==> config.mk <==
export PLATFORM = sky130hd
export DESIGN_NAME = mux4_rst_reg
export DESIGN_NICKNAME = d
export VERILOG_FILES = /design/src/rtl/mux4_rst_reg.sv
export SDC_FILE = /design/constraint.sdc
export NUM_CORES = 1
export LEC_CHECK = 0
export BUFFER_PORTS_ARGS = -buffer_cell sky130_fd_sc_hd__buf_2
export CAP_MARGIN = 20
export CORE_AREA = 2 2 39 41
export CTS_CLUSTER_SIZE = 24
export DETAILED_ROUTE_END_ITERATION = 7
export DIE_AREA = 0 0 41 43
export GPL_TIMING_DRIVEN = 1
export PLACE_DENSITY = 0.4
export SYNTH_ARGS = -nofsm -noshare
export SYNTH_HDL_FRONTEND = slang
export SYNTH_SLANG_ARGS = --single-unit
==> constraint.sdc <==
create_clock -name clk -period 1.48 [get_ports clk]
set_clock_uncertainty 0.05 [all_clocks]
set_input_delay 0.074 -clock clk [delete_from_list [all_inputs] [get_ports clk]]
set_output_delay 0.074 -clock clk [all_outputs]
set_load 0.03 [all_outputs]
==> src/rtl/mux4_rst_reg.sv <==
// Registered 4:1 selector with asynchronous active-high clear; one-cycle load latency under i_en.
// Optional registered even-parity output o_par when MUX4_RST_PARITY_EN is defined.
module mux4_rst_reg #(
  parameter int WIDTH = 1
) (
  input  logic             clk,
  input  logic             rs,
  input  logic [WIDTH-1:0] i_a,
  input  logic [WIDTH-1:0] i_b,
  input  logic [WIDTH-1:0] i_c,
  input  logic [WIDTH-1:0] i_d,
  input  logic [1:0]       i_con,
  input  logic             i_en,
  output logic [WIDTH-1:0] o_a,
  output logic [1:0]       o_sel,
  output logic             o_valid
`ifdef MUX4_RST_PARITY_EN
  ,
  output logic             o_par
`endif
);

  logic [WIDTH-1:0] sel_dat;
  logic [WIDTH-1:0] a_d, a_q;
  logic [1:0]       sel_d, sel_q;
  logic             valid_d, valid_q;

  always_comb begin
    sel_dat = i_a;
    case (i_con)
      2'd0: sel_dat = i_a;
      2'd1: sel_dat = i_b;
      2'd2: sel_dat = i_c;
      2'd3: sel_dat = i_d;
    endcase
  end

  // Hold on i_en=0; valid is sticky until the next reset.
  always_comb begin
    a_d     = a_q;
    sel_d   = sel_q;
    valid_d = valid_q;
    if (i_en) begin
      a_d     = sel_dat;
      sel_d   = i_con;
      valid_d = 1'b1;
    end
  end

  always_ff @(posedge clk or posedge rs) begin
    if (rs) begin
      a_q     <= '0;
      sel_q   <= 2'd0;
      valid_q <= 1'b0;
    end else begin
      a_q     <= a_d;
      sel_q   <= sel_d;
      valid_q <= valid_d;
    end
  end

  assign o_a     = a_q;
  assign o_sel   = sel_q;
  assign o_valid = valid_q;

`ifdef MUX4_RST_PARITY_EN
  logic par_d, par_q;

  assign par_d = i_en ? ^sel_dat : par_q;

  always_ff @(posedge clk or posedge rs) begin
    if (rs) begin
      par_q <= 1'b0;
    end else begin
      par_q <= par_d;
    end
  end

  assign o_par = par_q;
`endif

endmodule

Word level (Yosys, flattened, before mapping). Cells that the tools add are included. Widths: inputs -> output; s select.

Register bits after elaboration: 4. Input port bits: 9. Output and inout port bits: 4.

Eq/ne operators: 3. Muxes and demuxes: 1. Reductions and logical operators: 1.

Operators with widths (count): $eq 2x2->1 const B (2); $pmux 1 s4 (1); $eq 2x1->1 const B (1); $logic_not 2->1 (1).

Logic depth before layout (Yosys ltp). Gate-level depths: netlist (run 1).

Depth in word-level cells: 2. Depth in mapped cells: 3. Mapped depth without buffers: 3.

Least setup slack after synthesis (run 1). No wires, ideal clock.

Kind: register to register. From: register, netlist name o_a. To: register a_q (netlist: o_a). Setup time: 0.124 ns. Arrival: 0.842 ns. Slack: 0.464 ns. Stages on the path, launching flop included: 3. Clock period less this slack: 1.016 ns. Path through: dfrtp_1 -> nor2b_1 -> a211o_1.

RTL lines: to (signal assigned) (line 52) `a_q <= '0;`; to (signal assigned) (line 56) `a_q <= a_d;`; to (decl) (line 24) `logic [WIDTH-1:0] a_d, a_q;`.

Worst setup path in the final report (run 1).
From: register sel_q[1] (netlist: o_sel[1]). To: output port o_sel[1].

RTL lines: from (decl) (line 25) `logic [1:0] sel_d, sel_q;`; from (signal assigned) (line 57) `sel_q <= sel_d;`; to (decl) (line 15) `output logic [1:0] o_sel,`.

No word-level cell between the ends.

==> results.json, run 1 <==
{
  "syn_area_um2": 176,
  "cts_hold_buffers": 1,
  "synth_area_leaders": "dfrtp_1 (57%), mux2i_1 (11%), mux2_2 (6.4%)",
  "grt_max_degree": 7,
  "rsz0062_at_grt": "no",
  "cap_violations": 0,
  "placed_area_um2": 256,
  "cts.sinks": 4,
  "yosysWarnings": 0,
  "gp_congestion": 0.539,
  "ys_async_sr_fraction_pct": 100,
  "required_ns": 1.36,
  "via_per_inst": 3.63,
  "synth_nets": 25,
  "yosysTopAreaCell": "dfrtp_1",
  "p_leak_nw": 0.153,
  "htree_levels": 1,
  "tns_ns": 0,
  "yosysMostFrequentCell": "dfrtp_1",
  "setup-violations-final": 0,
  "grt_pass1_wl_um": 676,
  "crit_fanout": 2,
  "timing.fmax_mhz": 1100,
  "wl_per_cell_um": 9.31,
  "synth-xor-area-share_pct": 0,
  "grt_pass1_vias": 180,
  "synth-edff-count": 0,
  "syn-instance-count": 16,
  "area_growth_pct": 63.8,
  "start_util_pct": 12.7,
  "synth_compound_area_share_pct": 7.80,
  "drcViolationCount": 0,
  "hold_class": "input pin to flop",
  "synthSimpleGateAreaFrac_pct": 13.5,
  "dieArea_um2": 1760,
  "dr_total_vias": 174,
  "ir_drop_mv": 0.441,
  "die_h_um": 43,
  "cts_root_buf": "clkbuf_4",
  "fin_nets": 43,
  "ys_ff_latch": 4,
  "gr-total-overflow": 0,
  "final_hold_viol_count": 0,
  "diodes": 0,
  "relSlewSlack_pct": 89.1,
  "crit_slowest_cell": "dfrtp_1",
  "synth_top_family_by_area": "multiplexers",
  "pin_count": 13,
  "status": "finished clean",
  "synth_top_area_share_pct": 56.7,
  "min_period_ns": 0.909,
  "cts_buffers": 3,
  "row_count": 14,
  "drive_gt1_share_pct": 53.1,
  "fin_area_um2": 289,
  "cp.arrival_ns": 0.79,
  "critPathTopFamily": "flip-flops",
  "antenna_found_initial": 0,
  "ctsResizeCount": 0,
  "start_kind": "flop",
  "clk_latency_ns": 0.23,
  "muxShareOfSynthArea_pct": 17.7,
  "worst_pin_slew_ns": 0.161,
  "slew_violations": 0,
  "cp_slowest_stage_delay_ns": 0.37,
  "cts_buffer_depth": 2,
  "cts_tree": "built",
  "syn_area_per_cell_um2": 11.0,
  "netlist_top_cells_count": "dfrtp_1 (4), inv_1 (2), mux2i_1 (2), nor2_1 (2)",
  "ys_seq_area_share_pct": 56.7,
  "port_buffers": 12,
  "grt_usage_pct": 6.77,
  "power_density_nw_per_um2": 1120,
  "design.core.area_um2": 1380,
  "path_cells": "buf_2",
  "cp-end-kind": "output port",
  "ant_nets": 0,
  "chipWidth_um": 41,
  "clkSlewWorstSetupHoldPaths_ns": 0.04,
  "dr.first_iter.drc_count": 1,
  "synth_top_flop_cell": "dfrtp_1",
  "yosysUniqueCellTypes": 10,
  "synthAdderAreaFrac_pct": 0,
  "cts_setup_buffers": 0,
  "crit_buf_inv": 1,
  "worst-setup-path-type": "flop to output port",
  "post-route-period-util_pct": 61.4,
  "wl_um": 447,
  "dr.pass1.iters": 2
}
==> cell usage in the layout (no fill, tap or decap), drive strengths merged <==
cell,n
a211o,1
buf,12
clkbuf,3
dfrtp,4
dlygate4sd3,1
inv,2
mux2,1
mux2i,2
nand2,1
nor2,2
nor2b,1
o21ai,1
or2,1
==> kinds of logic after synthesis <==
logic type | Yosys count
and+or+nand+nor | 5
buffers and inverters | 2
DFF | 4
muxes | 3
AOI/OAI and AO/OA | 2
==> tightest hold or removal path, stage by stage <==
cell and delay, ns:
buf_2 0.09, nand2_1 0.06, o21ai_0 0.08
==> flip-flops by register name (all words and copies together) (netlist names) <==
| name | flops |
|---|---|
| o_a | 1 |
| o_sel | 2 |
| o_valid | 1 |
==> routing by layer <==
layer	part of all wire, %	GRT usage [%]
met3	17	6.28
met4	1.8	6.00
met5	0	0
met2	34	7.19
met1	47	7.54
==> power breakdown <==
group	switching, mW	internal (mW)	total, mW
logic	0.0354	0.0254	0.0608
registers	0.00389	0.119	0.122
clock network	0.0485	0.0910	0.139
==> stage by stage <==
| step | util (%) | hold WS [ns] | setup WS (ns) | std cells | power [mW] |
|---|---|---|---|---|---|
| after floorplan | - | -0.210 | 0.464 | 16 | 0.158 |
| after detailed placement | 18.5 | -0.0869 | 0.563 | 44 | 0.184 |
| after global placement | 18.5 | -0.0893 | 0.614 | 44 | 0.182 |
| final | 20.9 | 0.0517 | 0.571 | 48 | 0.323 |
| after CTS | 20.9 | 0.0529 | 0.561 | 48 | 0.331 |
| after global routing | 20.9 | 0.0647 | 0.536 | 48 | 0.348 |
==> layout make-up <==
type / count / area, um2
clock buffers: 3 / 22.5
well taps: 16 / 20.0
repair buffers: 13 / 70.1
flip-flops and latches: 4 / 100
inverters: 2 / 7.51
fillers: 164 / 1090
multi-input cells: 10 / 68.8
==> final timing paths <==
| kind | startpoint | endpoint | slack, ns | cells past startpoint |
|---|---|---|---|---|
| worst min-delay path | i_con[1] | o_sel[1] | 0.05 | 3 |
| max in group asynchronous | rs | o_sel[0] | 1.02 | 3 |
| min in group asynchronous | rs | o_valid | 0.20 | 3 |
| worst min register to register | o_valid | o_valid | 0.41 | 1 |
| worst max-delay path | o_sel[1] | o_sel[1] | 0.57 | 1 |
| worst max register to register | o_a | o_a | 0.61 | 2 |
No activity file was read; power rests on OpenSTA's default activity.
==> run 2: changes to the inputs <==
--- a/config.mk
+++ b/config.mk
@@ -12,7 +12,7 @@
 export DETAILED_ROUTE_END_ITERATION = 7
 export DIE_AREA = 0 0 41 43
 export GPL_TIMING_DRIVEN = 1
-export PLACE_DENSITY = 0.4
+export PLACE_DENSITY = 0.41
 export SYNTH_ARGS = -nofsm -noshare
 export SYNTH_HDL_FRONTEND = slang
 export SYNTH_SLANG_ARGS = --single-unit
==> constraint.sdc (replaced) <==
create_clock -name clk -period 0.8 [get_ports clk]
set_clock_uncertainty 0.05 [all_clocks]
set_input_delay 0.04 -clock clk [delete_from_list [all_inputs] [get_ports clk]]
set_output_delay 0.04 -clock clk [all_outputs]
set_load 0.03 [all_outputs]
==> run 2 against run 1 <==
Sequential power grew 89%. The run now ends with setup timing left. Clock power grew 100%. Cell count rose by 4.2%. Sequential share of layout area shrank 2.7 points. Die area stayed put. Cell area is 13% higher. Register-to-register slack worse by 0.71 ns. First-iteration DRC count grew to 6.0 times the previous value. Largest cell class unchanged. Hold slack worse by 0.022 ns. Critical endpoint is now o_a. Sequential cell count unchanged. Combinational power up 110%.
==> results.json, run 2 (synthesis gave the netlist of run 1 again) <==
{
  "fin_nets": 44,
  "via_per_inst": 3.62,
  "combPwrFrac_pct": 20.0,
  "final_cells": 50,
  "grt_max_degree": 7,
  "ant_nets": 0,
  "grt_pass1_wl_um": 710,
  "placedCellCount": 45,
  "rsz0062_at_grt": "yes",
  "dr.pass1.iters": 4,
  "cp-end-kind": "flop",
  "dp_worst_setup_slack_ns": -0.103,
  "ir_drop_mv": 0.415,
  "final_hold_viol_count": 0,
  "cellInternalPower_mw": 0.470,
  "antenna_found_initial": 0,
  "dr_total_vias": 181,
  "worst_pin_slew_ns": 0.133,
  "p_leak_nw": 0.166,
  "gp_congestion": 0.677,
  "cts_buffer_depth": 2,
  "final_common_cell": "buf_2",
  "total_power_mw": 0.638,
  "area_growth_pct": 84.4,
  "grt_pass1_vias": 184,
  "power_density_nw_per_um2": 1960,
  "grt_usage_pct": 6.64,
  "swShare_pct": 26.2,
  "hold_class": "input pin to flop",
  "finalWorstSetupSlack_ns": -0.104,
  "whs_ns": 0.0292,
  "dieArea_um2": 1760,
  "pin_count": 13,
  "largest_reg_flops": 2,
  "relSlewSlack_pct": 90.9,
  "seqPwrFrac_pct": 36.2,
  "worst-setup-path-type": "flop to flop",
  "row_count": 14,
  "final_cell_mix": "buf_2 (9), clkbuf_4 (3), dfrtp_2 (3), buf_6 (3)",
  "cts.sinks": 4,
  "cts_root_buf": "clkbuf_4",
  "design.core.area_um2": 1380,
  "start_kind": "flop",
  "violations": "setup timing",
  "cts_setup_buffers": 0,
  "cts_buffers": 3,
  "die_h_um": 43,
  "power.share.clock_pct": 43.7,
  "dr.first_iter.drc_count": 6,
  "drive_gt1_share_pct": 61.8,
  "cap_violations": 0,
  "timing.fmax_mhz": 1110,
  "fill_cells": 151,
  "clk_latency_ns": 0.24,
  "cp.arrival_ns": 0.97,
  "tns_ns": -0.400,
  "status": "finished, violations left",
  "wl_per_cell_um": 9.12,
  "post-route-period-util_pct": 113,
  "clkSlewWorstSetupHoldPaths_ns": 0.04,
  "start_util_pct": 12.7,
  "htree_levels": 1,
  "drcViolationCount": 0,
  "min_period_ns": 0.904,
  "chipWidth_um": 41,
  "gr-total-overflow": 0,
  "slew_violations": 0,
  "switchingPower_mw": 0.167,
  "cts_tree": "built",
  "port_buffers": 12,
  "crit_fanout": 2,
  "required_ns": 0.87,
  "setup-violations-final": 6,
  "diodes": 0,
  "wl_um": 456
}
-- run 2: final cells by class --
| class | instances | area (um2) | share of cell area [%] |
|---|---|---|---|
| Sequential cell | 4 | 104 | 31.9 |
| Inverter | 2 | 7.51 | 2.31 |
| Timing Repair Buffer | 14 | 96.3 | 29.6 |
| Multi-Input combinational cell | 10 | 71.3 | 21.9 |
| Tap cell | 16 | 20.0 | 6.15 |
| Clock buffer | 4 | 26.3 | 8.08 |
-- run 2: final timing paths --
kind | cells past startpoint | startpoint | to | slack [ns]
max reg2reg | 2 | o_a | o_a | -0.10
min reg2reg | 1 | o_valid | o_valid | 0.45
max in group asynchronous | 3 | rs | o_sel[0] | 0.36
max | 2 | o_a | o_a | -0.10
min in group asynchronous | 3 | rs | o_valid | 0.17
min | 3 | i_con[1] | o_sel[1] | 0.03
-- run 2: worst max-delay path, stage by stage, from the launching register on --
cell and delay [ns]:
dfrtp_2 0.39, nor2b_1 0.13, a211o_1 0.22
-- run 2: repair_timing --
| item | CTS | global route |
|---|---|---|
| pin swaps | 0 | 0 |
| endpoints found under the hold margin | 4 | 0 |
| resized for setup | 6 | 0 |
| setup endpoints to repair | 6 | 7 |
| hold buffers | 1 | 0 |
-- run 2: through the flow --
| step | area, um2 | utilization, % |
|---|---|---|
| final | 325 | 23.5 |
| after global routing | 325 | 23.5 |
| after CTS | 325 | 23.5 |
| after detailed placement | 270 | 19.5 |
| after global placement | 270 | 19.5 |
| after floorplan | 183 | - |
-- run 2: power by group through the flow --
stage               Combinational [mW]  Clock, mW  Sequential [mW]
floorplan                       0.0301          0            0.264
global placement                 0.112          0            0.230
detailed placement               0.114          0            0.232
CTS                              0.129      0.293            0.231
global route                     0.140      0.312            0.233
finish                           0.128      0.279            0.231
-- run 2: layer usage --
| metal | track usage, % | up-vias | part of all wire (%) |
|---|---|---|---|
| met5 | 0 | - | 0 |
| met4 | 6.00 | 0 | 0 |
| met3 | 5.24 | 0 | 21 |
| met2 | 8.13 | 15 | 40 |
| met1 | 6.80 | 78 | 39 |
| li1 | - | 88 | - |
==> run 3: changes to the inputs <==
==> config.mk (replaced) <==
export PLATFORM = sky130hd
export DESIGN_NAME = mux4_rst_reg
export DESIGN_NICKNAME = d
export VERILOG_FILES = /design/src/rtl/mux4_rst_reg.sv
export SDC_FILE = /design/constraint.sdc
export NUM_CORES = 1
export LEC_CHECK = 0
export CAP_MARGIN = 20
export CORE_AREA = 2 2 39 41
export CTS_CLUSTER_SIZE = 24
export DETAILED_ROUTE_END_ITERATION = 7
export DIE_AREA = 0 0 41 43
export DONT_BUFFER_PORTS = 1
export GPL_TIMING_DRIVEN = 1
export PLACE_DENSITY = 0.32
export RECOVER_POWER = 25
export SYNTH_ARGS = -nofsm -noshare
export SYNTH_HDL_FRONTEND = slang
export SYNTH_SLANG_ARGS = --single-unit
==> run 3 against run 2 <==
The flow finishes with violations (hold timing, setup timing). Largest power group unchanged. Sequential share of layout area down 0.95 points. Register-to-register slack worse by 0.06 ns. Cell area up 3.1%. Sequential cell count unchanged. Non-clock buffer count down 4. Worst setup slack worse by 0.059 ns. Utilization up 0.72 points. Global-route usage down 0.79 points. Power up 2.9%. Critical path type is now flop to output port. Critical path depth unchanged.
==> results.json, run 3 (synthesis gave the netlist of run 1 again) <==
{
  "status": "finished, violations left",
  "violations": "hold timing, setup timing",
  "diodes": 0,
  "worst_pin_slew_ns": 0.133,
  "finish.utilization_pct": 24.2,
  "area_growth_pct": 90.1,
  "p_leak_nw": 0.161,
  "row_count": 14,
  "largest_reg_flops": 2,
  "cp-end-kind": "output port",
  "wl_um": 378,
  "port_buffers": 0,
  "fin_nets": 40,
  "slew_violations": 0,
  "cts_buffers": 3,
  "fill_cells": 150,
  "relSlewSlack_pct": 90.9,
  "cp.arrival_ns": 0.87,
  "final_hold_viol_count": 4,
  "cts_buffer_depth": 2,
  "clk_latency_ns": 0.23,
  "register_area_um2": 104,
  "start_kind": "flop",
  "grt_max_degree": 7,
  "drcViolationCount": 0,
  "antenna_found_initial": 0,
  "start_util_pct": 12.7,
  "dr_total_vias": 165,
  "total_power_mw": 0.656,
  "worst-setup-path-type": "flop to output port",
  "required_ns": 0.71,
  "cts_hold_buffers": 2,
  "crit_fanout": 2,
  "die_h_um": 43,
  "ant_nets": 0,
  "grt_usage_pct": 5.85,
  "grt_pass1_vias": 164,
  "design.core.area_um2": 1380,
  "hold_class": "input pin to flop",
  "drive_gt1_share_pct": 53.3,
  "multi_input_area_um2": 75.1,
  "cap_violations": 0,
  "wl_per_cell_um": 8.22,
  "via_per_inst": 3.59,
  "min_period_ns": 0.963,
  "htree_levels": 1,
  "gr-total-overflow": 0,
  "power_density_nw_per_um2": 1960,
  "timing.fmax_mhz": 1040,
  "final_cell_mix": "buf_6 (6), clkbuf_4 (3), dfrtp_2 (3)",
  "dieArea_um2": 1760,
  "pin_count": 13,
  "dr.pass1.iters": 1,
  "cts_root_buf": "clkbuf_4",
  "chipWidth_um": 41,
  "whs_ns": -0.155,
  "final_common_cell": "buf_6",
  "cts.sinks": 4,
  "cts_tree": "built",
  "ir_drop_mv": 1.26,
  "setup-violations-final": 6,
  "dr.first_iter.drc_count": 0,
  "tns_ns": -0.679,
  "finalWorstSetupSlack_ns": -0.163,
  "post-route-period-util_pct": 120,
  "gp_congestion": 0.650,
  "clkSlewWorstSetupHoldPaths_ns": 0.04,
  "rsz0062_at_grt": "yes",
  "grt_pass1_wl_um": 586
}
==> run 3: cell count changes in the layout (fill, tap and decap cells not counted) <==
cell           previous run  this run
buf_4                     1         2
buf_6                     3         6
dlygate4sd3_1             1         2
o21ai_0                   1         0
o21ai_1                   0         1
mux2_2                    1         0
mux2_4                    0         1
buf_2                     9         0
==> run 3: worst paths after layout <==
path                                from        to  slack (ns)  cells past startpoint
worst min-delay path                i_en  o_sel[1]       -0.16                      1
min in group asynchronous             rs  o_sel[0]        0.08                      2
worst min register to register   o_valid   o_valid        0.45                      1
worst max register to register  o_sel[0]  o_sel[0]       -0.16                      2
max in group asynchronous             rs   o_valid        0.45                      2
worst max-delay path            o_sel[0]  o_sel[0]       -0.16                      2
==> run 3: cell type report <==
cell class	instances	area share [%]
Sequential cell	4	31.0
Timing Repair Buffer	10	30.6
Multi-Input combinational cell	10	22.4
Clock buffer	4	7.84
Tap cell	16	5.97
Inverter	2	2.24
==> run 3: per-layer routing <==
metal | vias up | part of all wire [%] | GRT usage (%)
met1 | 72 | 43 | 5.54
met3 | 0 | 18 | 7.85
met4 | 0 | 0 | 2.00
li1 | 80 | - | -
met5 | - | 0 | 0
met2 | 13 | 39 | 7.19
==> run 3: timing repair <==
item,4_1_cts,5_1_grt
resized for setup,7,1
buffers inserted,2,0
setup endpoints to repair,6,8
endpoints found under the hold margin,8,4
==> run 3: worst max-delay path, stage by stage (launching register included) <==
cell	delay (ns)
dfrtp_2	0.40
buf_6	0.11
buf_6	0.12
==> run 3: stage by stage <==
step / hold WS [ns] / instance area, um2 / setup slack (ns) / std cells
global route: -0.164 / 335 / -0.197 / 46
CTS: -0.142 / 335 / -0.175 / 46
floorplan: -0.244 / 183 / -0.180 / 16
finish: -0.155 / 335 / -0.163 / 46
detailed placement: -0.218 / 248 / -0.0907 / 38
global placement: -0.228 / 248 / -0.0860 / 38
==> run 3: power by group <==
group | internal (mW) | switching, mW
sequential | 0.222 | 0.0107
clock | 0.187 | 0.0839
combinational | 0.0909 | 0.0620
